**config.mk**
```make
export PLATFORM = sky130hd
export DESIGN_NAME = cmd_issuer
export DESIGN_NICKNAME = d
export VERILOG_FILES = /design/src/rtl/cmd_issuer_pkg.sv /design/src/rtl/cmd_issuer_timer.sv /design/src/rtl/cmd_issuer.sv
export SDC_FILE = /design/constraint.sdc
export NUM_CORES = 1
export LEC_CHECK = 0
export ABC_AREA = 1
export BUFFER_PORTS_ARGS = -buffer_cell sky130_fd_sc_hd__buf_2
export CAP_MARGIN = 20
export CORE_MARGIN = 4
export CORE_UTILIZATION = 45
export CTS_BUF_LIST = sky130_fd_sc_hd__clkbuf_16
export DETAILED_ROUTE_END_ITERATION = 6
export GPL_ROUTABILITY_DRIVEN = 0
export GPL_TIMING_DRIVEN = 0
export PLACE_DENSITY = 0.73
export SLEW_MARGIN = 5
export SYNTH_ARGS = -nofsm -noshare
export SYNTH_HDL_FRONTEND = slang
export SYNTH_SLANG_ARGS = --single-unit
```
**constraint.sdc**
```tcl
create_clock -name clk -period 1.86 [get_ports clk]
set_input_delay 0.465 -clock clk [delete_from_list [all_inputs] [get_ports clk]]
set_output_delay 0.465 -clock clk [all_outputs]
set_load 0.03 [all_outputs]
```
**src/rtl/cmd_issuer_pkg.sv**
```systemverilog
// Shared definitions for the host-side command issuer: FIFO word width, default timeout word
// and the command target-field decode.
package cmd_issuer_pkg;

    localparam int unsigned WORD_W = 32;
    localparam logic [WORD_W-1:0] DEFAULT_TIMEOUT_WORD = 32'hDEAD_0000;

    // Command word layout: target selector in the top byte, payload below.
    typedef struct packed {
        logic [7:0]  target;
        logic [23:0] payload;
    } cmd_word_t;

    localparam logic [7:0] C_TARGET_CTRL = 8'h00;
    localparam logic [7:0] C_TARGET_REG  = 8'h01;
    localparam logic [7:0] C_TARGET_MEM  = 8'h02;
    localparam logic [7:0] C_TARGET_DMA  = 8'h03;

    function automatic logic [7:0] cmd_target(input logic [WORD_W-1:0] cmd);
        cmd_word_t w;
        w = cmd_word_t'(cmd);
        return w.target;
    endfunction

endpackage

```
**src/rtl/cmd_issuer_timer.sv**
```systemverilog
// Response-wait timer: cleared when a command is written, counts while enabled and flags the
// last cycle of the timeout window. Used only when CMD_ISSUER_TIMEOUT_EN is defined.
module cmd_issuer_timer #(
    parameter int unsigned TIMEOUT_CYCLES = 1024
) (
    input  logic clk_i,
    input  logic rst_i,
    input  logic clear_i,
    input  logic enable_i,
    output logic expired_o
);

    localparam int unsigned CntW = (TIMEOUT_CYCLES > 1) ? $clog2(TIMEOUT_CYCLES) : 1;
    localparam logic [CntW-1:0] Last = CntW'(TIMEOUT_CYCLES - 1);

    logic [CntW-1:0] cnt_q, cnt_d;

    always_comb begin
        cnt_d = cnt_q;
        if (clear_i) begin
            cnt_d = '0;
        end else if (enable_i && (cnt_q != Last)) begin
            cnt_d = cnt_q + CntW'(1);
        end
    end

    always_ff @(posedge clk_i) begin
        if (rst_i) begin
            cnt_q <= '0;
        end else begin
            cnt_q <= cnt_d;
        end
    end

    assign expired_o = (cnt_q == Last);

endmodule

```
**src/rtl/cmd_issuer.sv**
```systemverilog
// Host-side initiator for the cmd/rsp FIFO pair: one command outstanding, stale responses drained.
// Define CMD_ISSUER_TIMEOUT_EN to enable the response timeout path (timer, error word, counter).
module cmd_issuer
    import cmd_issuer_pkg::*;
#(
    parameter int unsigned       TIMEOUT_CYCLES = 1024,
    parameter int unsigned       CNT_W          = 16,
    parameter logic [WORD_W-1:0] TIMEOUT_WORD   = DEFAULT_TIMEOUT_WORD
) (
    input  logic              clk,
    input  logic              rst,
    input  logic [WORD_W-1:0] host_cmd_data,
    input  logic              host_cmd_valid,
    output logic              host_cmd_ready,
    output logic [WORD_W-1:0] host_rsp_data,
    output logic              host_rsp_err,
    output logic              host_rsp_valid,
    input  logic              host_rsp_ready,
    output logic [WORD_W-1:0] cmd_wrdata,
    output logic              cmd_wrreq,
    input  logic              cmd_wr_waitreq,
    input  logic [WORD_W-1:0] rsp_rddata,
    output logic              rsp_rdreq,
    input  logic              rsp_rd_waitreq,
    output logic [CNT_W-1:0]  cmd_cnt,
    output logic [CNT_W-1:0]  timeout_cnt,
    output logic [CNT_W-1:0]  stale_cnt
);

    localparam logic [2:0] S_IDLE     = 3'd0;
    localparam logic [2:0] S_WR_CMD   = 3'd1;
    localparam logic [2:0] S_WAIT_RSP = 3'd2;
    localparam logic [2:0] S_RD_RSP   = 3'd3;
    localparam logic [2:0] S_HOST_RSP = 3'd4;
    localparam logic [2:0] S_DRAIN    = 3'd5;

    function automatic logic [CNT_W-1:0] sat_inc(input logic [CNT_W-1:0] v);
        return (&v) ? v : v + CNT_W'(1);
    endfunction

    logic [2:0]        state_q, state_d;
    logic [WORD_W-1:0] cmd_data_q, cmd_data_d;
    logic [WORD_W-1:0] rsp_data_q, rsp_data_d;
    logic [CNT_W-1:0]  cmd_cnt_q, cmd_cnt_d;
    logic [CNT_W-1:0]  stale_cnt_q, stale_cnt_d;

`ifdef CMD_ISSUER_TIMEOUT_EN
    logic             rsp_err_q, rsp_err_d;
    logic [CNT_W-1:0] timeout_cnt_q, timeout_cnt_d;
    logic             timer_clear, timer_en, timer_expired;

    assign timer_clear = (state_q == S_WR_CMD) && !cmd_wr_waitreq;
    assign timer_en    = (state_q == S_WAIT_RSP);

    cmd_issuer_timer #(
        .TIMEOUT_CYCLES(TIMEOUT_CYCLES)
    ) u_timer (
        .clk_i    (clk),
        .rst_i    (rst),
        .clear_i  (timer_clear),
        .enable_i (timer_en),
        .expired_o(timer_expired)
    );
`endif

    always_comb begin
        state_d     = state_q;
        cmd_data_d  = cmd_data_q;
        rsp_data_d  = rsp_data_q;
        cmd_cnt_d   = cmd_cnt_q;
        stale_cnt_d = stale_cnt_q;
`ifdef CMD_ISSUER_TIMEOUT_EN
        rsp_err_d     = rsp_err_q;
        timeout_cnt_d = timeout_cnt_q;
`endif
        case (state_q)
            S_IDLE: begin
                // A word sitting in the rsp FIFO here is stale and must go before a new command.
                if (!rsp_rd_waitreq) begin
                    state_d = S_DRAIN;
                end else if (host_cmd_valid) begin
                    cmd_data_d = host_cmd_data;
                    state_d    = S_WR_CMD;
                end
            end
            S_DRAIN: begin
                stale_cnt_d = sat_inc(stale_cnt_q);
                state_d     = S_IDLE;
            end
            S_WR_CMD: begin
                if (!cmd_wr_waitreq) begin
                    cmd_cnt_d = sat_inc(cmd_cnt_q);
                    state_d   = S_WAIT_RSP;
                end
            end
            S_WAIT_RSP: begin
                if (!rsp_rd_waitreq) begin
                    state_d = S_RD_RSP;
`ifdef CMD_ISSUER_TIMEOUT_EN
                end else if (timer_expired) begin
                    rsp_data_d    = TIMEOUT_WORD;
                    rsp_err_d     = 1'b1;
                    timeout_cnt_d = sat_inc(timeout_cnt_q);
                    state_d       = S_HOST_RSP;
`endif
                end
            end
            S_RD_RSP: begin
                rsp_data_d = rsp_rddata;
`ifdef CMD_ISSUER_TIMEOUT_EN
                rsp_err_d  = 1'b0;
`endif
                state_d    = S_HOST_RSP;
            end
            S_HOST_RSP: begin
                if (host_rsp_ready) begin
                    state_d = S_IDLE;
                end
            end
            default: state_d = S_IDLE;
        endcase
    end

    always_ff @(posedge clk) begin
        if (rst) begin
            state_q     <= S_IDLE;
            cmd_data_q  <= '0;
            rsp_data_q  <= '0;
            cmd_cnt_q   <= '0;
            stale_cnt_q <= '0;
        end else begin
            state_q     <= state_d;
            cmd_data_q  <= cmd_data_d;
            rsp_data_q  <= rsp_data_d;
            cmd_cnt_q   <= cmd_cnt_d;
            stale_cnt_q <= stale_cnt_d;
        end
    end

`ifdef CMD_ISSUER_TIMEOUT_EN
    always_ff @(posedge clk) begin
        if (rst) begin
            rsp_err_q     <= 1'b0;
            timeout_cnt_q <= '0;
        end else begin
            rsp_err_q     <= rsp_err_d;
            timeout_cnt_q <= timeout_cnt_d;
        end
    end

    assign host_rsp_err = rsp_err_q;
    assign timeout_cnt  = timeout_cnt_q;
`else
    assign host_rsp_err = 1'b0;
    assign timeout_cnt  = '0;
`endif

    assign host_cmd_ready = (state_q == S_IDLE) && rsp_rd_waitreq;
    assign cmd_wrreq      = (state_q == S_WR_CMD) && !cmd_wr_waitreq;
    assign rsp_rdreq      = (state_q == S_RD_RSP) || (state_q == S_DRAIN);
    assign host_rsp_valid = (state_q == S_HOST_RSP);
    assign host_rsp_data  = rsp_data_q;
    assign cmd_wrdata     = cmd_data_q;
    assign cmd_cnt        = cmd_cnt_q;
    assign stale_cnt      = stale_cnt_q;

endmodule
```
==> results of run 1 <==
==> what timing repair did <==
item | in CTS | in global routing
gates cloned | 0 | 0
endpoints found under the hold margin | 0 | 0
setup buffers | 3 | 3
pin swaps | 1 | 3
gates resized for setup | 15 | 11
endpoints found under the setup margin | 2 | 20
==> worst max-delay path: stages, from the launching register on <==
cell	delay, ns
dfxtp_2	0.33
inv_2	0.13
nand3_4	0.10
nor2_4	0.15
buf_6	0.15
buf_6	0.13
==> sequential cells by signal, summed over array words and instances, names as in the netlist <==
signal         count
host_rsp_data     32
cmd_cnt           16
cmd_wrdata        32
stale_cnt         16
state_q            3
==> where the power goes <==
group | internal, W | leakage, nW | switching, W
Sequential | 0.00234 | 0.803 | 0.000148
Combinational | 0.000627 | 1.83 | 0.00121
Clock | 0.000915 | 0.134 | 0.000828
Total | 0.00388 | 2.76 | 0.00219
==> area by class of cell <==
cell class / count / area (µm²)
Antenna cell: 1 / 2.502
Buffer: 49 / 307.8
Clock buffer: 9 / 225.2
Clock inverter: 7 / 51.30
Fill cell: 910 / 3531
Inverter: 34 / 127.6
Multi-Input combinational cell: 468 / 2125
Sequential cell: 99 / 1988
Tap cell: 129 / 161.4
Timing Repair Buffer: 173 / 895.9
==> placed cells by master (no fill, tap or decap), drive strengths merged, types with 10 or more instances in the layout <==
| master | netlist | layout |
|---|---|---|
| conb | 1 | 17 |
| o21ai | 37 | 37 |
| nand2 | 127 | 127 |
| a21oi | 56 | 56 |
| clkbuf | 16 | 26 |
| nand3 | 64 | 64 |
| nand4 | 10 | 10 |
| inv | 33 | 35 |
| dfxtp | 99 | 99 |
| nor2 | 137 | 137 |
| buf | 33 | 205 |
==> logic make-up after synthesis <==
| family | share of synthesized area [%] |
|---|---|
| other | 0.08476 |
| adders and majority gates | 0.5655 |
| xor gates and xnor gates | 0.9900 |
| buffers and inverters | 9.276 |
| DFF | 44.80 |
| and+or+nand+nor | 33.43 |
| AOI/OAI and AO/OA | 10.86 |
==> through the flow <==
step / hold WS (ns) / util, % / worst slack (ns) / setup TNS [ns]
final: 0.3762 / 62.50 / 0.05775 / 0
after global routing: 0.3872 / 62.50 / -0.01174 / -0.01927
after CTS: 0.3713 / 61.98 / 0.004355 / 0
after detailed placement: 0.4524 / 58.22 / -0.06348 / -0.09112
after global placement: 0.4450 / 58.22 / -0.04051 / -0.04051
after floorplan: 0.5238 / - / 0.1626 / 0
==> per-layer routing <==
metal / wire length [µm] / vias up
met5: 0 / -
met4: 265 / 0
met3: 1119 / 19
met2: 6052 / 165
met1: 5014 / 2124
li1: - / 2423
==> cells in the mapped netlist, drive strengths merged <==
| cell | n | share of area [%] |
|---|---|---|
| nor2 | 137 | 12 |
| nand2 | 127 | 11 |
| dfxtp | 99 | 45 |
| nand3 | 64 | 7.4 |
| a21oi | 56 | 6.3 |
| o21ai | 37 | 4.2 |
| buf | 33 | 5.0 |
| inv | 33 | 2.8 |
| clkbuf | 16 | 1.4 |
| nand4 | 10 | 1.4 |
| nor3 | 5 | 0.82 |
| nand3b | 4 | 0.68 |
| xor2 | 3 | 0.59 |
| ha | 2 | 0.57 |
| xnor2 | 2 | 0.40 |
| a311oi | 1 | 0.20 |
| a31oi | 1 | 0.14 |
| clkinv | 1 | 0.085 |
| conb | 1 | 0.085 |
| nor3b | 1 | 0.17 |
| or2 | 1 | 0.14 |
==> worst max-delay path by stage <==
| stage | start | endpoint | slack [ns] | depth (start not counted) |
|---|---|---|---|---|
| after CTS | state_q[0] | host_cmd_ready | 0.004 | 5 |
| after floorplan | cmd_cnt[0] | cmd_cnt[0] | 0.16 | 9 |
| after global placement | state_q[2] | rsp_rdreq | -0.04 | 5 |
| after detailed placement | state_q[2] | rsp_rdreq | -0.06 | 5 |
| final | state_q[2] | host_cmd_ready | 0.06 | 5 |
| after global routing | state_q[1] | rsp_rdreq | -0.01 | 6 |
==> flow_summary.toml, run 1 <==
[status]
outcome = "finished, final reports clean"

[synthesis]
syn_avg_cell_area_um2 = 6.978
synth.ff_latch_count = 99
synth_area_um2 = 4424
netlist_instances = 634
yosys_warnings = 0
synth.distinct_cells = 28
ys_seq_area_share_pct = 44.80

[routing]
drtAntennaViolNets = 0
vias_per_cell = 4.882
post_drt_wl_per_cell_um = 12.85
route.detailed.drc = 0
vias = 4731
routed_wl_um = 12450
first_pass_iters = 4
first_iter_violations = 212

[global_route]
grt_pass1_wl_um = 20270
grt_overflow = 0
grtUsageMet3_pct = 6.321
grtUsageTotal_pct = 21.54
grt_max_degree = 18
grt_pass1_vias = 4458
grt_use_met1_pct = 25.17
antenna_found_initial = 1
grt_use_met2_pct = 36.73
busiest_layer = "met2"

[pwr]
total_power_w = 0.006068
power.leakage_nw = 2.765
powerDensity_nw_per_um2 = 1031
peakVddDrop_uv = 572.5

[setup_path]
reg2reg_from = "stale_cnt[0]"
crit_fanout = 10
ff2ff_setup_slack_ns = 0.17
critPathArrivalTime_ns = 1.34
cp-start-kind = "flip-flop"
r2r_end = "stale_cnt[13]"
critPathRequiredTime_ns = 1.39
path_class = "reg2out"
rr_worst_depth = 9
cp-end-kind = "output port"

[die]
dieHeight_um = 107.2
dieWidth_um = 107.2
start_util_pct = 46.99
ioPinCount = 187
coreArea_um2 = 9415
row_count = 35
dieArea_um2 = 11480

[timing]
drv_slew = 0
min_period_ns = 1.802
setup_viol = 0
rsz0062_at_grt = "yes"
worst_pin_slew_ns = 0.5082
hold_violations = 0
clock.fmax_ghz = 0.5549
period_share_pct = 96.90
relSlewSlack_pct = 66.12
skew_ns = 0.009237

[cells_and_area]
final_nets = 906
syn2layout_area_growth_pct = 33.00
drive_above_1_share_pct = 28.72
finish.instance_area_um2 = 5884
instances_no_fill = 969

[place]
portBuffers = 167
post-dp-hpwl_um = 9553
place_area_um2 = 5482
place_inst = 946

[job]
cap_violations = 0

[clock_tree]
h-tree-depth = 3
cts_num_sinks = 99
cts_tree = "yes"
clkTransAtPathRegs_ns = 0.07
numCtsBuffers = 9
cts-root-buf = "clkbuf_16"
clock_path_buffers = 2
insertion_delay_ns = 0.34
postCtsHoldBufs = 0

[min_path]
min_to = "host_rsp_data[23]"
holdPathStages = 3
hp-class = "in2reg"
hp-start = "rsp_rddata[23]"
Power figures use the tool's default switching activity.
==> inputs of run 2 (changes only) <==
--- a/config.mk
+++ b/config.mk
@@ -6,7 +6,7 @@
 export NUM_CORES = 1
 export LEC_CHECK = 0
 export ABC_AREA = 1
-export BUFFER_PORTS_ARGS = -buffer_cell sky130_fd_sc_hd__buf_2
+export BUFFER_PORTS_ARGS = -buffer_cell sky130_fd_sc_hd__buf_4
 export CAP_MARGIN = 20
 export CORE_MARGIN = 4
 export CORE_UTILIZATION = 45
==> run 2 against run 1 <==
Flip-flop and latch count unchanged. Clock skew is essentially flat. Sequential power about the same. Worst hold slack gained 0.0065 ns. Worst setup slack worse by 0.010 ns. Maximum frequency is 0.57% lower. Sequential share of layout area shrank 2.3 points. Critical path depth unchanged. Core utilization is 4.7 points higher. Wire length grew 1.5%.
==> flow_summary.toml, run 2 (synthesis gave the netlist of run 1 again) <==
[min_path]
hp-class = "in2reg"

[pwr]
comb_power_share_pct = 31.7
p_sw_w = 0.002169
total_power_w = 0.006343
clkPwrFrac_pct = 28.8
internal_power_w = 0.004174
power.leakage_nw = 2.834
swShare_pct = 34.20
peakVddDrop_uv = 602.8
powerDensity_nw_per_um2 = 1003
seq_power_share_pct = 39.5

[global_route]
grt_pass1_wl_um = 20420
grt_overflow = 0
grtUsageTotal_pct = 21.78
antenna_found_initial = 0
grt_pass1_vias = 4338
grt_max_degree = 17

[cells_and_area]
layout.cells.most_common_list = "buf_4 (193), nor2_1 (133), nand2_1 (126)"
nFillCells = 837
regArea_um2 = 1989
multiInputGateArea_um2 = 2130
drive_above_1_share_pct = 29.01
layout_commonest_cell = "buf_4"
diodes = 0
syn2layout_area_growth_pct = 42.99
final_nets = 908

[timing]
relSlewSlack_pct = 65.75
hold_violations = 0
rsz0062_at_grt = "yes"
drv_slew = 0
skew_ns = 0.009565
setup_viol = 0
tns_ns = 0
period_share_pct = 97.45
holdWs_ns = 0.3828
clock.fmax_ghz = 0.5517
min_period_ns = 1.813
worst_pin_slew_ns = 0.5137

[clock_tree]
h-tree-depth = 3
cts-root-buf = "clkbuf_16"
cts_num_sinks = 99
numCtsBuffers = 9
clock_path_buffers = 2
insertion_delay_ns = 0.34
postCtsHoldBufs = 0
clkTransAtPathRegs_ns = 0.06
cts_tree = "yes"

[status]
outcome = "finished, final reports clean"

[routing]
post_drt_wl_per_cell_um = 13.03
vias_per_cell = 4.837
route.detailed.drc = 0
first_iter_violations = 122
routed_wl_um = 12640
vias = 4692
drtAntennaViolNets = 0
first_pass_iters = 4

[die]
start_util_pct = 46.99
dieArea_um2 = 11480
row_count = 35
ioPinCount = 187
dieHeight_um = 107.2
coreArea_um2 = 9415
dieWidth_um = 107.2

[place]
portBuffers = 167
post-dp-hpwl_um = 9820

[job]
cap_violations = 0

[setup_path]
critPathRequiredTime_ns = 1.39
cp-end-kind = "output port"
crit_fanout = 4
path_class = "reg2out"
cp-start-kind = "flip-flop"
critPathArrivalTime_ns = 1.35
[run 2: cell types whose count changed in the layout (fill, tap and decap cells not counted), moves of 2 or more]
cell / change
buf_2: -164
buf_4: +168
dfxtp_2: -2
inv_6: -2
nand3_2: +2
[run 2: repair_timing]
| item | 4_1_cts | 5_1_grt |
|---|---|---|
| endpoints found under the setup margin | 2 | 22 |
| resized for setup | 13 | 12 |
| buffers inserted | 5 | 4 |
| gates cloned | 0 | 0 |
| pin swaps | 1 | 1 |
[run 2: routing by layer]
metal  wire [µm]  GRT usage (%)  share of wire, %
met1        5068          25.14                40
met2        6357          38.43                50
met3        1096          7.044               8.7
met4         121          6.119              0.96
met5           0              0                 0
[run 2: worst paths after layout]
kind / start / endpoint / slack, ns / cells after the start
setup / recovery: state_q[2] / cmd_wrreq / 0.05 / 5
hold / removal: rsp_rddata[26] / host_rsp_data[26] / 0.38 / 3
setup reg to reg: state_q[2] / cmd_cnt[3] / 0.09 / 11
hold reg to reg: cmd_wrdata[21] / cmd_wrdata[21] / 0.46 / 2
[run 2: cell type report]
cell class	count	share of cell area, %
plain buffers	48	4.648
clock buffers	9	3.560
clock inverters	7	1.108
inverters	34	2.017
multi-input cells	468	33.66
flip-flops and latches	99	31.45
well taps	129	2.551
repair buffers	176	21.00
[run 2: worst max-delay path: stages, from the launching register on]
cell and delay (ns):
dfxtp_2 0.34, inv_2 0.10, buf_4 0.14, nand3_2 0.10, nor2_4 0.19, buf_6 0.16
[run 2: stage by stage]
stage | area, µm² | cells | util [%] | setup WS, ns
floorplan | 4484 | 650 | - | 0.1626
global placement | 5899 | 946 | 62.66 | -0.03141
finish | 6326 | 970 | 67.19 | 0.04741
global route | 6326 | 970 | 67.19 | -0.003743
detailed placement | 5899 | 946 | 62.66 | -0.05896
CTS | 6280 | 967 | 66.70 | 0.004139
[run 2: power by group through the flow]
stage	registers, W	clock network [W]	logic, W
floorplan	0.00287	0	0.000854
global placement	0.00252	0	0.00184
detailed placement	0.00253	0	0.00187
CTS	0.00249	0.00186	0.00198
global route	0.00253	0.00194	0.00218
finish	0.00250	0.00183	0.00201
